### config.mk
export PLATFORM = sky130hd
export DESIGN_NAME = branch_cond_unit
export DESIGN_NICKNAME = d
export VERILOG_FILES = /design/src/rtl/branch_cond_unit.sv
export SDC_FILE = /design/constraint.sdc
export NUM_CORES = 1
export LEC_CHECK = 0
export BUFFER_PORTS_ARGS = -buffer_cell sky130_fd_sc_hd__buf_2
export CAP_MARGIN = 10
export CORE_ASPECT_RATIO = 0.7
export CORE_MARGIN = 2
export CORE_UTILIZATION = 37
export DETAILED_ROUTE_END_ITERATION = 8
export PLACE_DENSITY = 0.78
export SYNTH_ARGS = -nofsm -noshare
export SYNTH_HDL_FRONTEND = slang
export SYNTH_SLANG_ARGS = --single-unit
### constraint.sdc
create_clock -name clk -period 2.6 [get_ports clk]
set_input_delay 0.13 -clock clk [delete_from_list [all_inputs] [get_ports clk]]
set_output_delay 0.13 -clock clk [all_outputs]
set_load 0.1 [all_outputs]
### src/rtl/branch_cond_unit.sv
`timescale 1ns/1ps
`default_nettype none
// +------------------------------------------------------------------------+
// | branch_cond_unit: ALU flag register, branch condition evaluation and   |
// | one-deep taken/target buffer with valid/ack handshake.   Rev 1.0       |
// +------------------------------------------------------------------------+
module branch_cond_unit #(
  parameter int ADDR_W = 32
) (
  input  logic              clk,
  input  logic              rst_n,
  input  logic              flag_we,
  input  logic              carry_in,
  input  logic              zero_in,
  input  logic              sign_in,
  input  logic              ovf_in,
  input  logic              br_valid,
  output logic              br_ready,
  input  logic [3:0]        br_op,
  input  logic [ADDR_W-1:0] br_target,
  input  logic              rs_zero,
  input  logic              rs_neg,
  output logic              take_valid,
  output logic              take,
  output logic [ADDR_W-1:0] take_target,
  input  logic              take_ack,
  output logic [3:0]        flags_q,
  output logic              illegal_op
);

  typedef enum logic [0:0] {
    S_EMPTY = 1'b0,
    S_FULL  = 1'b1
  } state_t;

  state_t              r_state;
  logic [3:0]          r_flags;
  logic                r_take;
  logic [ADDR_W-1:0]   r_take_target;
  logic                r_illegal;

  logic [3:0]          w_flags;
  logic                w_accept;
  logic                w_cond;
  logic                w_undef;

  assign take_valid  = (r_state == S_FULL);
  assign take        = r_take;
  assign take_target = r_take_target;
  assign flags_q     = r_flags;
  assign illegal_op  = r_illegal;

  assign br_ready = !take_valid || take_ack;
  assign w_accept = br_valid && br_ready;

  // Same-cycle flag write is forwarded so a branch right after its ALU op sees fresh flags.
  assign w_flags = flag_we ? {ovf_in, sign_in, zero_in, carry_in} : r_flags;

  always_comb begin
    w_cond  = 1'b0;
    w_undef = 1'b0;
    case (br_op)
      4'd0:    w_cond = 1'b1;
      4'd1:    w_cond = rs_neg;
      4'd2:    w_cond = rs_zero;
      4'd3:    w_cond = !rs_zero;
      4'd4:    w_cond = w_flags[0];
      4'd5:    w_cond = !w_flags[0];
      4'd6:    w_cond = w_flags[2];
      4'd7:    w_cond = !w_flags[2];
      4'd8:    w_cond = w_flags[3];
      4'd9:    w_cond = !w_flags[3];
      default: w_undef = 1'b1;
    endcase
  end

  always_ff @(posedge clk or negedge rst_n) begin
    if (!rst_n) begin
      r_state       <= S_EMPTY;
      r_flags       <= 4'd0;
      r_take        <= 1'b0;
      r_take_target <= '0;
      r_illegal     <= 1'b0;
    end else begin
      if (flag_we) begin
        r_flags <= {ovf_in, sign_in, zero_in, carry_in};
      end
      if (w_accept && w_undef) begin
        r_illegal <= 1'b1;
      end
      case (r_state)
        S_EMPTY: begin
          if (w_accept) begin
            r_take        <= w_cond;
            r_take_target <= br_target;
            r_state       <= S_FULL;
          end
        end
        S_FULL: begin
          if (take_ack) begin
            if (w_accept) begin
              r_take        <= w_cond;
              r_take_target <= br_target;
            end else begin
              r_state <= S_EMPTY;
            end
          end
        end
        default: r_state <= S_EMPTY;
      endcase
    end
  end

endmodule
`default_nettype wire

== Word-level counts from Yosys, hierarchy flattened ==
Cells that the tools add are included.
Widths: inputs -> output; s select.

* Bits of input ports: 47
* Output and inout bits: 40
* Logic and storage cells: 39
* Register bits: 39

* Multiplexer cells: 12
* Reduce and logical (&&, ||, !) cells: 10
* Bitwise gates (word level): 1
* Equality and inequality tests: 10

{| class="wikitable"
|+ Operators with widths
! operator !! number
|-
| $mux 32 || 2
|-
| $pmux 32 s2 || 1
|-
| $eq 4x3->1 const B || 4
|-
| $pmux 1 s10 || 1
|-
| $reduce_or 10->1 || 1
|-
| $eq 4x2->1 const B || 2
|-
| $eq 4x4->1 const B || 2
|-
| $logic_not 1->1 || 5
|-
| $mux 1 || 5
|-
| $eq 4x1->1 const B || 1
|-
| $logic_not 4->1 || 1
|-
| $mux 4 || 1
|-
| $pmux 1 s2 || 2
|-
| $logic_and 1x1->1 || 2
|-
| $ne 2x2->1 const B || 1
|-
| $logic_or 1x1->1 || 1
|-
| $not 1->1 || 1
|}

== Longest topological paths before layout ==
Gate-level depths: netlist (run 1).

* Word-level depth: 6
* Mapped depth: 5

== Worst setup path before layout (run 1) ==
Ideal clock, no wire load.

* Path kind: register -> register
* From: register r_state (netlist: take_valid)
* To: register r_take_target[12] (netlist: take_target[12])
* Required time: 2,474 ps
* Data arrival time: 2,809 ps
* Path buffers: 1
* Stages on the path, launching flop included: 5
* Path slack: -335 ps
* Cell sequence: dfrtp_1 -> nand2b_1 -> nand2_1 -> buf_4 -> mux2_2

* Cells in the longest elaborated chain, start to end: 6

{| class="wikitable"
|+ RTL lines
! what !! RTL line !! source
|-
| from (decl) || 36 || <nowiki>state_t r_state;</nowiki>
|-
| from (signal assigned) || 79 || <nowiki>r_state <= S_EMPTY;</nowiki>
|-
| from (signal assigned) || 96 || <nowiki>r_state <= S_FULL;</nowiki>
|-
| from (signal assigned) || 105 || <nowiki>r_state <= S_EMPTY;</nowiki>
|-
| $logic_not 1->1 * || 53 || <nowiki>assign br_ready = !take_valid || take_ack;</nowiki>
|-
| $logic_or 1x1->1 * || 53 ||
|-
| named net br_ready || 18 || <nowiki>output logic br_ready,</nowiki>
|-
| $logic_and 1x1->1 * || 54 || <nowiki>assign w_accept = br_valid && br_ready;</nowiki>
|-
| $mux 32 * || -- ||
|-
| $mux 32 || -- ||
|-
| $pmux 32 s2 * || 91 || <nowiki>case (r_state)</nowiki>
|-
| to (signal assigned) || 95 || <nowiki>r_take_target <= br_target;</nowiki>
|-
| to (signal assigned) || 103 || <nowiki>r_take_target <= br_target;</nowiki>
|-
| to (decl) || 39 || <nowiki>logic [ADDR_W-1:0] r_take_target;</nowiki>
|}

The timed path passes the listed nets; every way through them passes the cells marked *. The select of a mux whose other input is x is not followed.
A chain may end at the register's enable or synchronous reset.

== Final worst setup path (run 1) ==
* From: register r_state (netlist: take_valid)
* To: register r_take_target[5] (netlist: take_target[5])

* Cells in the longest elaborated chain, start to end: 6

{| class="wikitable"
|+ RTL lines
! what !! RTL line
|-
| $logic_not 1->1 || 53
|-
| $logic_or 1x1->1 || 53
|-
| $logic_and 1x1->1 || 54
|-
| $mux 32 (2 in series) || --
|-
| $pmux 32 s2 || 91
|}

Parallel ways exist; a longest one is shown, timed or not. The select of a mux whose other input is x is not followed.

==> results of run 1 <==
==> power by group through the flow <==
| stage | clock, mW | combinational (mW) | sequential [mW] |
|---|---|---|---|
| after CTS | 0.532 | 0.908 | 0.728 |
| final | 0.518 | 0.903 | 0.727 |
| after detailed placement | 0 | 0.907 | 0.739 |
| after global routing | 0.560 | 0.933 | 0.739 |
| after floorplan | 0 | 0.124 | 1.36 |
| after global placement | 0 | 0.899 | 0.739 |
==> path summary, 6_finish.rpt <==
path	from	to	slack, ns	cells after the start
worst min register to register	illegal_op	illegal_op	0.48	1
min in group asynchronous	rst_n	flags_q[1]	0.49	2
max in group asynchronous	rst_n	take_target[4]	1.56	2
worst min-delay path	br_valid	take_valid	0.05	2
worst max register to register	take_valid	take_target[5]	1.16	4
worst max-delay path	take_valid	take_target[5]	1.16	4
==> routing by layer <==
metal  vias to the layer above  share of wire [%]  GRT usage (%)
met2                        57                 42           21.0
met5                         -                  0              0
met4                         0               0.67           5.71
li1                        545                  -              -
met1                       530                 47           18.5
met3                         5                 10           5.37
==> final cells by class <==
type / instances / share of cell area (%)
sequential: 39 / 44.9
tap: 52 / 2.99
clock buffer: 6 / 3.80
multi-input combinational: 58 / 26.2
clock inverter: 2 / 1.61
timing repair buffer: 88 / 20.6
==> stage by stage <==
step	power, mW	cells	utilization [%]
2_1_floorplan	1.48	101	-
3_3_place_gp	1.64	236	51.3
3_5_place_dp	1.65	236	51.3
4_1_cts	2.17	245	54.5
5_1_grt	2.23	245	54.5
6_report	2.15	245	54.5
==> cells in the final DEF, fill, tap and decap left out <==
cell / netlist / routed
sky130_fd_sc_hd__buf_2: 1 / 86
sky130_fd_sc_hd__dfrtp_1: 39 / 39
sky130_fd_sc_hd__mux2_2: 35 / 35
sky130_fd_sc_hd__clkbuf_8: 0 / 6
sky130_fd_sc_hd__nand2_1: 2 / 2
sky130_fd_sc_hd__nor2_1: 2 / 2
sky130_fd_sc_hd__o21ai_0: 2 / 2
sky130_fd_sc_hd__nor2b_1: 2 / 2
sky130_fd_sc_hd__mux2_4: 1 / 1
sky130_fd_sc_hd__nand2b_2: 0 / 1
sky130_fd_sc_hd__nand2b_1: 2 / 1
sky130_fd_sc_hd__and3b_1: 1 / 1
sky130_fd_sc_hd__a32o_1: 1 / 1
sky130_fd_sc_hd__nand3b_1: 1 / 1
sky130_fd_sc_hd__or3b_1: 1 / 1
sky130_fd_sc_hd__o221ai_1: 1 / 1
sky130_fd_sc_hd__mux2i_1: 1 / 1
sky130_fd_sc_hd__a21boi_0: 1 / 1
sky130_fd_sc_hd__or3_1: 1 / 1
sky130_fd_sc_hd__a2bb2oi_1: 1 / 1
sky130_fd_sc_hd__a2111o_1: 1 / 1
sky130_fd_sc_hd__o211ai_2: 1 / 1
sky130_fd_sc_hd__o21bai_1: 1 / 1
sky130_fd_sc_hd__clkinv_2: 0 / 1
sky130_fd_sc_hd__bufinv_16: 0 / 1
sky130_fd_sc_hd__dlygate4sd3_1: 0 / 1
sky130_fd_sc_hd__buf_4: 3 / 1
==> flip-flops by register name (all words and copies together), names as in the netlist <==
register	count
take_target	32
flags_q	4
illegal_op	1
take	1
take_valid	1
==> cells by family after synthesis <==
kind of cell,count (synthesis),share of synthesized area [%]
flops,39,62.2
mux,37,26.7
simple gates,12,4.54
compound gates,9,4.86
buf+inv,4,1.75
==> summary.md, run 1 <==
The total area inside the core boundary comes to 3990 um^2. The buffers plus inverters on the worst setup path was 1; the post-synthesis cell count was 101. At the pin with the least slew margin, the transition time is 0.862 ns. Global routing finished with a remaining overflow of 0. The critical path arrival came out at 1.60 ns. The tools report the post-route clock skew as 0.00652 ns.

The CTS buffer count is 5, and the synthesized area divided by synthesized cell count is 15.5 um^2. In the post-synthesis netlist, the biggest area contributors are sky130_fd_sc_hd__dfrtp_1 62%, sky130_fd_sc_hd__mux2_2 25%, sky130_fd_sc_hd__buf_4 1.4%, sky130_fd_sc_hd__mux2_4 0.96%, sky130_fd_sc_hd__nand2b_1 0.80%. The logs give 62.2% for the sequential-to-total area share from yosys stat and 0 for the post-route DRC violation count. Along the worst path, the maximum fanout reaches 36. Sorting the synthesized cells by how often they occur yields 39 x sky130_fd_sc_hd__dfrtp_1, 35 x sky130_fd_sc_hd__mux2_2, 3 x sky130_fd_sc_hd__buf_4. The maximum operating frequency was 697 MHz; the total number of H-tree levels was 2. The combinational share of power was 42.0%. The pre-CTS setup slack is 1.18 ns, and the sum of negative setup slack is 0 ns. The number of failing setup endpoints in the final timing report is 0, and the placer congestion estimate is 0.780. From left edge to right edge, the die measures 81.9 um.

The logs give 2280 um for the placed wire-length estimate and 0 for the initial antenna violation count. Net switching is 45.9% of the power. The run gives 24.1% as the clock share of power. Counting every net in the synthesized netlist gives 148. Setup repair after global routing left no endpoint under its margin. The tools report the global-route wire length before repair as 5000 um. The minimum setup slack in the final design was 1.16 ns. Once layout is done, the placed cells without fillers occupy 2180 um^2.

During placement, the flow inserted port buffers numbering 86. The worst setup path is captured at a flop. The category of the most critical setup path is reg2reg.

Most common cell in the netlist: sky130_fd_sc_hd__dfrtp_1. The flow ran to the end, and the final reports show no timing, DRC or antenna violations. The logs give 1570 um^2 for the area of the mapped netlist and 1.07 nW for the reported leakage power. After detailed routing, the number of vias per cell comes to 4.64. After detailed routing, the average wire length per cell comes to 12.7 um.

The number of violations reported at the end of detailed-routing iteration 0 was 21; the cts-stage hold buffer count was 1. The floorplan step defined a die boundary enclosing 4790 um^2. The via count of the first global-routing pass came out at 1140.

Counting along the longest clock path gives a buffer depth of 2. Peak supply drop: 0.566 mV. The combined area of the multi-input logic cells was 569 um^2.

The cell family contributing the most delay on the critical path is multiplexers. The run gives 14.1% as the total routing usage reported by global routing. Leading area contributor after synthesis: sky130_fd_sc_hd__dfrtp_1.

In the final layout, the share of cells above drive strength 1 is 68.9%. The worst path in the final design needs a cycle of 1.44 ns, including I/O delays and setup. At the end of the flow, the number of nets in the layout was 239.

On the worst path, the slowest cell contributes a delay of 0.40 ns. Row generation in the floorplan step produced 19 rows. The classification of the worst-slack hold path is in2reg.

The count of final hold-check violations is 0, and the number of distinct library cells after synthesis is 22. The power density over the cells was 987 nW/um^2. The worst setup path is launched from a flop. The number of antenna diodes in the final layout is 0. After clock tree synthesis, the clock-pin slew on the worst setup and hold paths is 0.08 ns. Design internal power: 1.16 mW.

For this block, the via count after detailed routing is 1137. Entering global routing, the biggest net connects 40 pins. Once detail routing completed, the nets flagged for antenna violations numbered 0. The final count of pins violating max slew is 0, and the number of warning messages in the yosys log is 0. The run gives 335 as the filler cell count in the final layout. The post-synthesis async set-or-reset flop share is 100%, and the relative area change from synthesis to final layout is 38.6%. TritonCTS built the clock tree. Once the floorplan was initialized, standard cells occupied 39.3% of the core. The cell chosen for the clock root was sky130_fd_sc_hd__clkbuf_8. Sequential cell fraction of total power: 33.8%. Walking the worst path, the cells encountered are nand2b_2, nand2_1, buf_4, mux2_2.

The first TritonRoute pass finished after 2 iterations. Pin placement for this block handled 87 I/O pins. The net switching power was 0.986 mW; the sequential cell area was 976 um^2. The area share of the leading cell type in the synthesized netlist came out at 62.2%. The count of maximum capacitance violations was 0; the share of the cycle needed by the critical path after routing was 55.2%.

At the later pin of the worst-skew pair, clock insertion delay measures 0.28 ns. Counting flops and latches in the post-synthesis netlist gives 39. Among all flip-flop cells after synthesis, the most frequent one is sky130_fd_sc_hd__dfrtp_1. The run gives 39 as the number of sinks driven by the clock tree. On the final layout, the worst hold slack is 0.0549 ns. After clock tree synthesis, the repair step resized 0 gates. In this run the vertical extent of the chip is 58.5 um.

The largest individual stage delay along the critical path comes from the cell sky130_fd_sc_hd__mux2_2. The number of enable-type register cells in the synthesized netlist is 0, and the placed cell area is 2050 um^2. For the worst relative slew slack, the log shows 42.5%. For the worst setup path, the data required time is 2.77 ns. The tools report the total routed wirelength as 3110 um. In this run the post-CTS setup repair buffer count came out at 0.
(Power assumes the default switching activity.)
==> run 2, diff against run 1 <==
Settings changed: PLACE_DENSITY 0.78 to 0.8.
Clock period 2.6 ns to 1.3 ns, I/O delays scaled along.
==> summary.md, run 2 (synthesized netlist as in run 1, its figures left out) <==
The tools report the sequential cell fraction of total power as 33.4%. The clock transition at the register clock pins on the worst setup and hold paths after CTS is 0.08 ns. The tools report the number of failing setup endpoints in the final timing report as 1. Final hold analysis gives a worst-case slack of 0.00863 ns. The run gives 269 as the count of placed standard cells in the final layout, fillers left out.

The post-route antenna net violation count came out at 0. From bottom edge to top edge, the die measures 58.5 um. The filler cells instantiated in the layout total 308. In this run the count of I/O pins placed on the die edge is 87. The reported leakage power is 1.21 nW.

The tools report the design internal power as 2.37 mW. The source-to-sink clock delay at the later pin of the worst-skew pair came out at 0.29 ns. Clock skew on the completed layout was measured at 0.0121 ns. The library cell used most frequently in the layout, excluding fill and tap cells, is sky130_fd_sc_hd__buf_2. The worst setup path is launched from a flop. The run finished, with violations left. Across the VDD grid, the largest voltage drop is 1.24 mV. The die extent in x works out to 81.9 um.

Number of sinks driven by the clock tree: 39. At the pin with the least slew margin, the transition time is 0.486 ns. For the combinational share of power, the log shows 43.7%. The checks that failed: negative setup slack. The number of buffers added on ports is 86, and the post-detailed-route via-to-cell ratio is 4.58. The global-route congestion overflow total was 0.

Entering global routing, the biggest net connects 40 pins. The minimum setup slack in the final design is -0.0952 ns, and the maximum operating frequency is 717 MHz. The tools report the endpoint kind of the worst setup timing path as a flop. The tools report the count of final hold-check violations as 0.

The longest individual stage delay on the worst path is 0.48 ns. The run gives 0 as the count of maximum capacitance violations. In this run the power density over the cells is 1780 nW/um^2. The total routing usage reported by global routing is 15.0%, and the number of placed instances, taps included is 241. The number of nets in the finished design came out at 263. On the critical path, the stage with the largest delay is an instance of sky130_fd_sc_hd__dfrtp_4. Detailed placement ended at an HPWL of 2470 um. For the via count of the routed design, the log shows 1233.

TritonCTS built the clock tree. Summed over all nets, the switching power comes to 2.02 mW. The number of antenna diodes in the final layout is 0.

The top cell types in the final layout, fill and taps aside, are 85 x sky130_fd_sc_hd__buf_2, 35 x sky130_fd_sc_hd__dfrtp_1, 31 x sky130_fd_sc_hd__mux2_2. The worst relative slew slack is 67.6%, and the via count of the first global-routing pass is 1180. At the end of routability-driven placement, the weighted congestion stood at 0.705.

After detailed routing, the average wire length per cell comes to 13.6 um. Of all nets on the critical path, the largest fanout is 2. Relative to the synthesized area, the layout overhead comes to 57.3%.

The tools report the initial antenna violation count as 0. Traced cell by cell, the critical path runs through mux2_4, mux2i_1, a2111o_1, o211ai_2. The path class of the tightest hold or removal check is in2reg.

Dividing the final minimum period by the clock period gives 107%. The total routed wirelength was 3650 um; the post-route DRC violation count was 0. The smallest clock period supported by the final layout is computed as 1.40 ns. Switching portion of total power: 46.1%. The clock share of power was 22.9%; the total number of H-tree levels was 2.

The number of violations reported at the end of detailed-routing iteration 0 came out at 30. Setup repair after global routing could not meet its margin everywhere. The core utilization of the finished layout was 61.8%; the count of TritonRoute iterations in the first routing pass was 4. The tree is rooted in a sky130_fd_sc_hd__clkbuf_8. The logs give 5310 um for the global-route wire length before repair and 0 for the final count of pins violating max slew.

In this run the deepest clock path goes through 2 buffers. Site row count: 19. Floorplan die area: 4790 um^2. Buffers inserted during clock tree synthesis total 5. In the final layout, the share of cells above drive strength 1 is 68.7%. Data on the critical path is required at its endpoint by 1.51 ns.

The tools report the initial core utilization as 39.3%. The number of flip-flops under the largest register name works out to 32. The critical path is of the reg2reg type. At the worst endpoint, the arrival time is 1.61 ns. The run gives 3990 um^2 as the core outline area.
[run 2: changes by cell type in the layout (fill, tap and decap cells not counted), sizes merged]
cell	before	now
clkbuf	6	5
dlygate4sd3	1	14
clkinv	1	2
buf	87	98
[run 2: area by class of cell]
cell class	instances	area (um^2)	share of cell area, %
tap	52	65.1	2.63
multi-input combinational	58	606	24.5
sequential	39	986	39.9
timing repair buffer	112	701	28.4
clock inverter	3	43.8	1.77
clock buffer	5	68.8	2.79
[run 2: layer usage]
layer	wire length, um	GRT usage, %	share of wire [%]
met5	0	0	0
met4	35	5.71	0.96
met3	381	6.60	10
met2	1570	22.5	43
met1	1660	19.1	46
[run 2: path summary, 6_finish.rpt]
kind                              start              end  slack [ns]  cells past startpoint
min in group asynchronous         rst_n  take_target[24]        0.36                      3
setup / recovery             flags_q[0]             take        -0.1                      4
max in group asynchronous         rst_n       take_valid        0.56                      3
hold reg to reg              illegal_op       illegal_op        0.48                      1
setup reg to reg             flags_q[0]             take        -0.1                      4
hold / removal             br_target[8]   take_target[8]       0.009                      2
[run 2: stage by stage]
step	setup TNS [ns]	cell area (um^2)	worst slack [ns]	total power, mW
after global routing	-0.137	2470	-0.137	4.56
after floorplan	-11.16	1630	-0.359	3.00
after global placement	-0.106	2160	-0.106	3.33
after detailed placement	-0.121	2160	-0.121	3.35
final	-0.0952	2470	-0.0952	4.39
after CTS	-0.0945	2410	-0.0945	4.40
[run 2: worst max-delay path, delay by kind of cell, from the launching register on]
| kind | cells | cell delay [ns] |
|---|---|---|
| compound gates | 2 | 0.43 |
| flops | 1 | 0.48 |
| mux | 2 | 0.41 |
[run 2: power groups by stage]
stage	clock network, mW	registers, mW	logic [mW]
final	1.00	1.47	1.92
after global routing	1.09	1.49	1.98
after CTS	1.03	1.47	1.91
after detailed placement	0	1.49	1.87
after global placement	0	1.48	1.85
after floorplan	0	2.73	0.275
[run 2: timing repair]
item                                    4_1_cts  5_1_grt
resized for setup                             0        1
hold endpoints to repair                     49        3
setup buffers                                 2        4
endpoints found under the setup margin        2        7
hold buffers                                 11        3
pin swaps                                     3        1
==> run 3, diff against run 2 <==
Settings changed: CORE_MARGIN 2 to unset, HOLD_SLACK_MARGIN set to 0.06, SETUP_SLACK_MARGIN set to 0.15.
==> summary.md, run 3 (synthesized netlist as in run 1, its figures left out) <==
The first TritonRoute pass finished after 4 iterations. The first global-routing pass estimated 7200 um of wire. Critical path arrival: 1.60 ns.

The longest individual stage delay on the worst path came out at 0.47 ns. The number of failing setup endpoints in the final timing report is 5. The count of final hold-check violations was 0; the number of violations reported at the end of detailed-routing iteration 0 was 48. The die extent in x came out at 79.9 um. Subtracting the final worst setup slack from the clock period gives 1.39 ns.

The flow ran to the end, but the final reports show violations. TritonCTS built the clock tree. The tools report the floorplan die area as 4510 um^2. The checks that failed: negative setup slack. The minimum setup slack in the final design is -0.0906 ns. The relative area change from synthesis to final layout was 84.9%; the pre-CTS setup slack was -0.124 ns.

The actual transition at the worst max-transition pin works out to 0.487 ns. In the final design database the tool counted 287 nets. Most frequent standard cell in the layout excluding fill and tap cells: sky130_fd_sc_hd__buf_2. In this run the tool buffered the top-level ports with 86 buffer cells.

The classification of the worst-slack hold path is in2reg. The congestion estimate from routability-driven global placement came to 0.772. The CTS buffer count is 5.

CTS built an H-tree with a depth of 2. The initial antenna violation count is 0, and the buffers plus inverters on the worst setup path is 0. Setup repair after global routing could not meet its margin everywhere.

The critical path in this run is classified as reg2reg. The post-route clock skew came out at 0.00578 ns. The site row count was 19. After clock tree synthesis, the flow added hold-fix buffers numbering 34. The total routing usage reported by global routing is 21.9%. In this run the tightest slew margin relative to its limit is 67.5%. Along the worst path, the maximum fanout reaches 2.

The worst setup path is captured at a flop. The via count of the first global-routing pass was 1537. In the final layout, the share of cells above drive strength 1 is 63.9%. In this run the static leakage power is 1.40 nW. The register with the most flip-flops in the layout has 32 of them. The core utilization of the finished layout was 72.7%. 87 I/O pins were placed.

Final hold slack: 0.0383 ns. The routed wirelength normalized by instance count was 15.9 um. The final count of pins violating max slew is 0. The post-route antenna net violation count was 0.

The repair_antennas step left the layout with diodes totalling 0. After detailed routing, the number of remaining DRC violations is 0. The clock passes through at most 2 buffers. The routed layout has 1357 vias.

The power density over the cells is 1600 nW/um^2, and the placed wire-length estimate is 2510 um. The maximum operating frequency is 719 MHz, and the core outline area is 3990 um^2. The source-to-sink clock delay at the later pin of the worst-skew pair is 0.29 ns, and the clock transition at the register clock pins on the worst setup and hold paths after CTS is 0.07 ns.

From bottom edge to top edge, the die measures 56.5 um. Peak supply drop: 1.21 mV. The critical path goes through mux2_4, mux2i_1, a2111o_1, o211ai_2.

After detailed routing, the number of vias per cell comes to 4.63. The worst setup path is launched from a flop. Leaving out fill and tap cells, the most frequent cells in the layout are 48 x sky130_fd_sc_hd__buf_2, 34 x sky130_fd_sc_hd__dlygate4sd3_1, 34 x sky130_fd_sc_hd__dfrtp_1. For the worst setup path, the data required time is 1.51 ns. The count of maximum capacitance violations is 0.

After detailed routing, the total wire length is 4650 um. In this run the clock root is driven by a sky130_fd_sc_hd__clkbuf_8. The initial core utilization is 39.3%.

Slowest library cell on the worst path: sky130_fd_sc_hd__dfrtp_4. The share of the cycle needed by the critical path after routing was 107%. The clock net in this run drives a total of 39 sinks.

The maximum number of pins on one net before global-route repair was 40. Kind of cell with the highest combined delay on the critical path: flip-flops. Summed over all layers, the global routing overflow is 0.
run 3: changes by cell type in the layout (fill, tap and decap cells not counted), sizes merged:
cell / change
clkbuf: +30
buf: -27
nand2: +1
dlygate4sd3: +20
run 3: layout make-up:
type / instances / area [um^2]
timing repair buffer: 135 / 1090
clock buffer: 5 / 68.8
tap: 52 / 65.1
clock inverter: 3 / 43.8
fill: 261 / 1090
sequential: 39 / 987
multi-input combinational: 59 / 652
run 3: path summary, 6_finish.rpt:
check | depth (start not counted) | to | slack, ns | startpoint
setup / recovery | 4 | take | -0.09 | flags_q[0]
hold / removal | 2 | flags_q[0] | 0.04 | carry_in
setup reg to reg | 4 | take | -0.09 | flags_q[0]
hold reg to reg | 1 | illegal_op | 0.47 | illegal_op
max in group asynchronous | 3 | flags_q[0] | 0.51 | rst_n
min in group asynchronous | 3 | take_target[31] | 0.41 | rst_n
run 3: per-layer routing:
layer / routed length, um / track usage (%) / vias up / part of all wire, %
met4: 89 / 7.14 / 0 / 1.9
met3: 317 / 6.50 / 11 / 6.8
li1: - / - / 638 / -
met1: 1920 / 24.3 / 641 / 41
met5: 0 / 0 / - / 0
met2: 2330 / 39.8 / 67 / 50
run 3: repair_timing:
action                                  4_1_cts  5_1_grt
resized for setup                            22       33
endpoints found under the setup margin       36       67
hold endpoints to repair                     74        3
gates cloned                                  2        0
buffers inserted                              4        1
pin swaps                                     4        2
run 3: power by group:
| group | internal, mW | total [mW] | switching (mW) |
|---|---|---|---|
| Sequential | 1.38 | 1.49 | 0.100 |
| Clock | 0.571 | 1.01 | 0.435 |
| Combinational | 0.589 | 2.15 | 1.56 |
run 3: stage by stage:
stage | setup TNS [ns] | total power, mW | instances | cell area, um^2
after global routing | -0.789 | 4.80 | 293 | 2900
after CTS | -0.134 | 4.56 | 292 | 2810
after global placement | -0.107 | 3.35 | 244 | 2200
final | -0.162 | 4.64 | 293 | 2900
after detailed placement | -0.124 | 3.38 | 244 | 2200
after floorplan | -11.16 | 3.00 | 101 | 1640
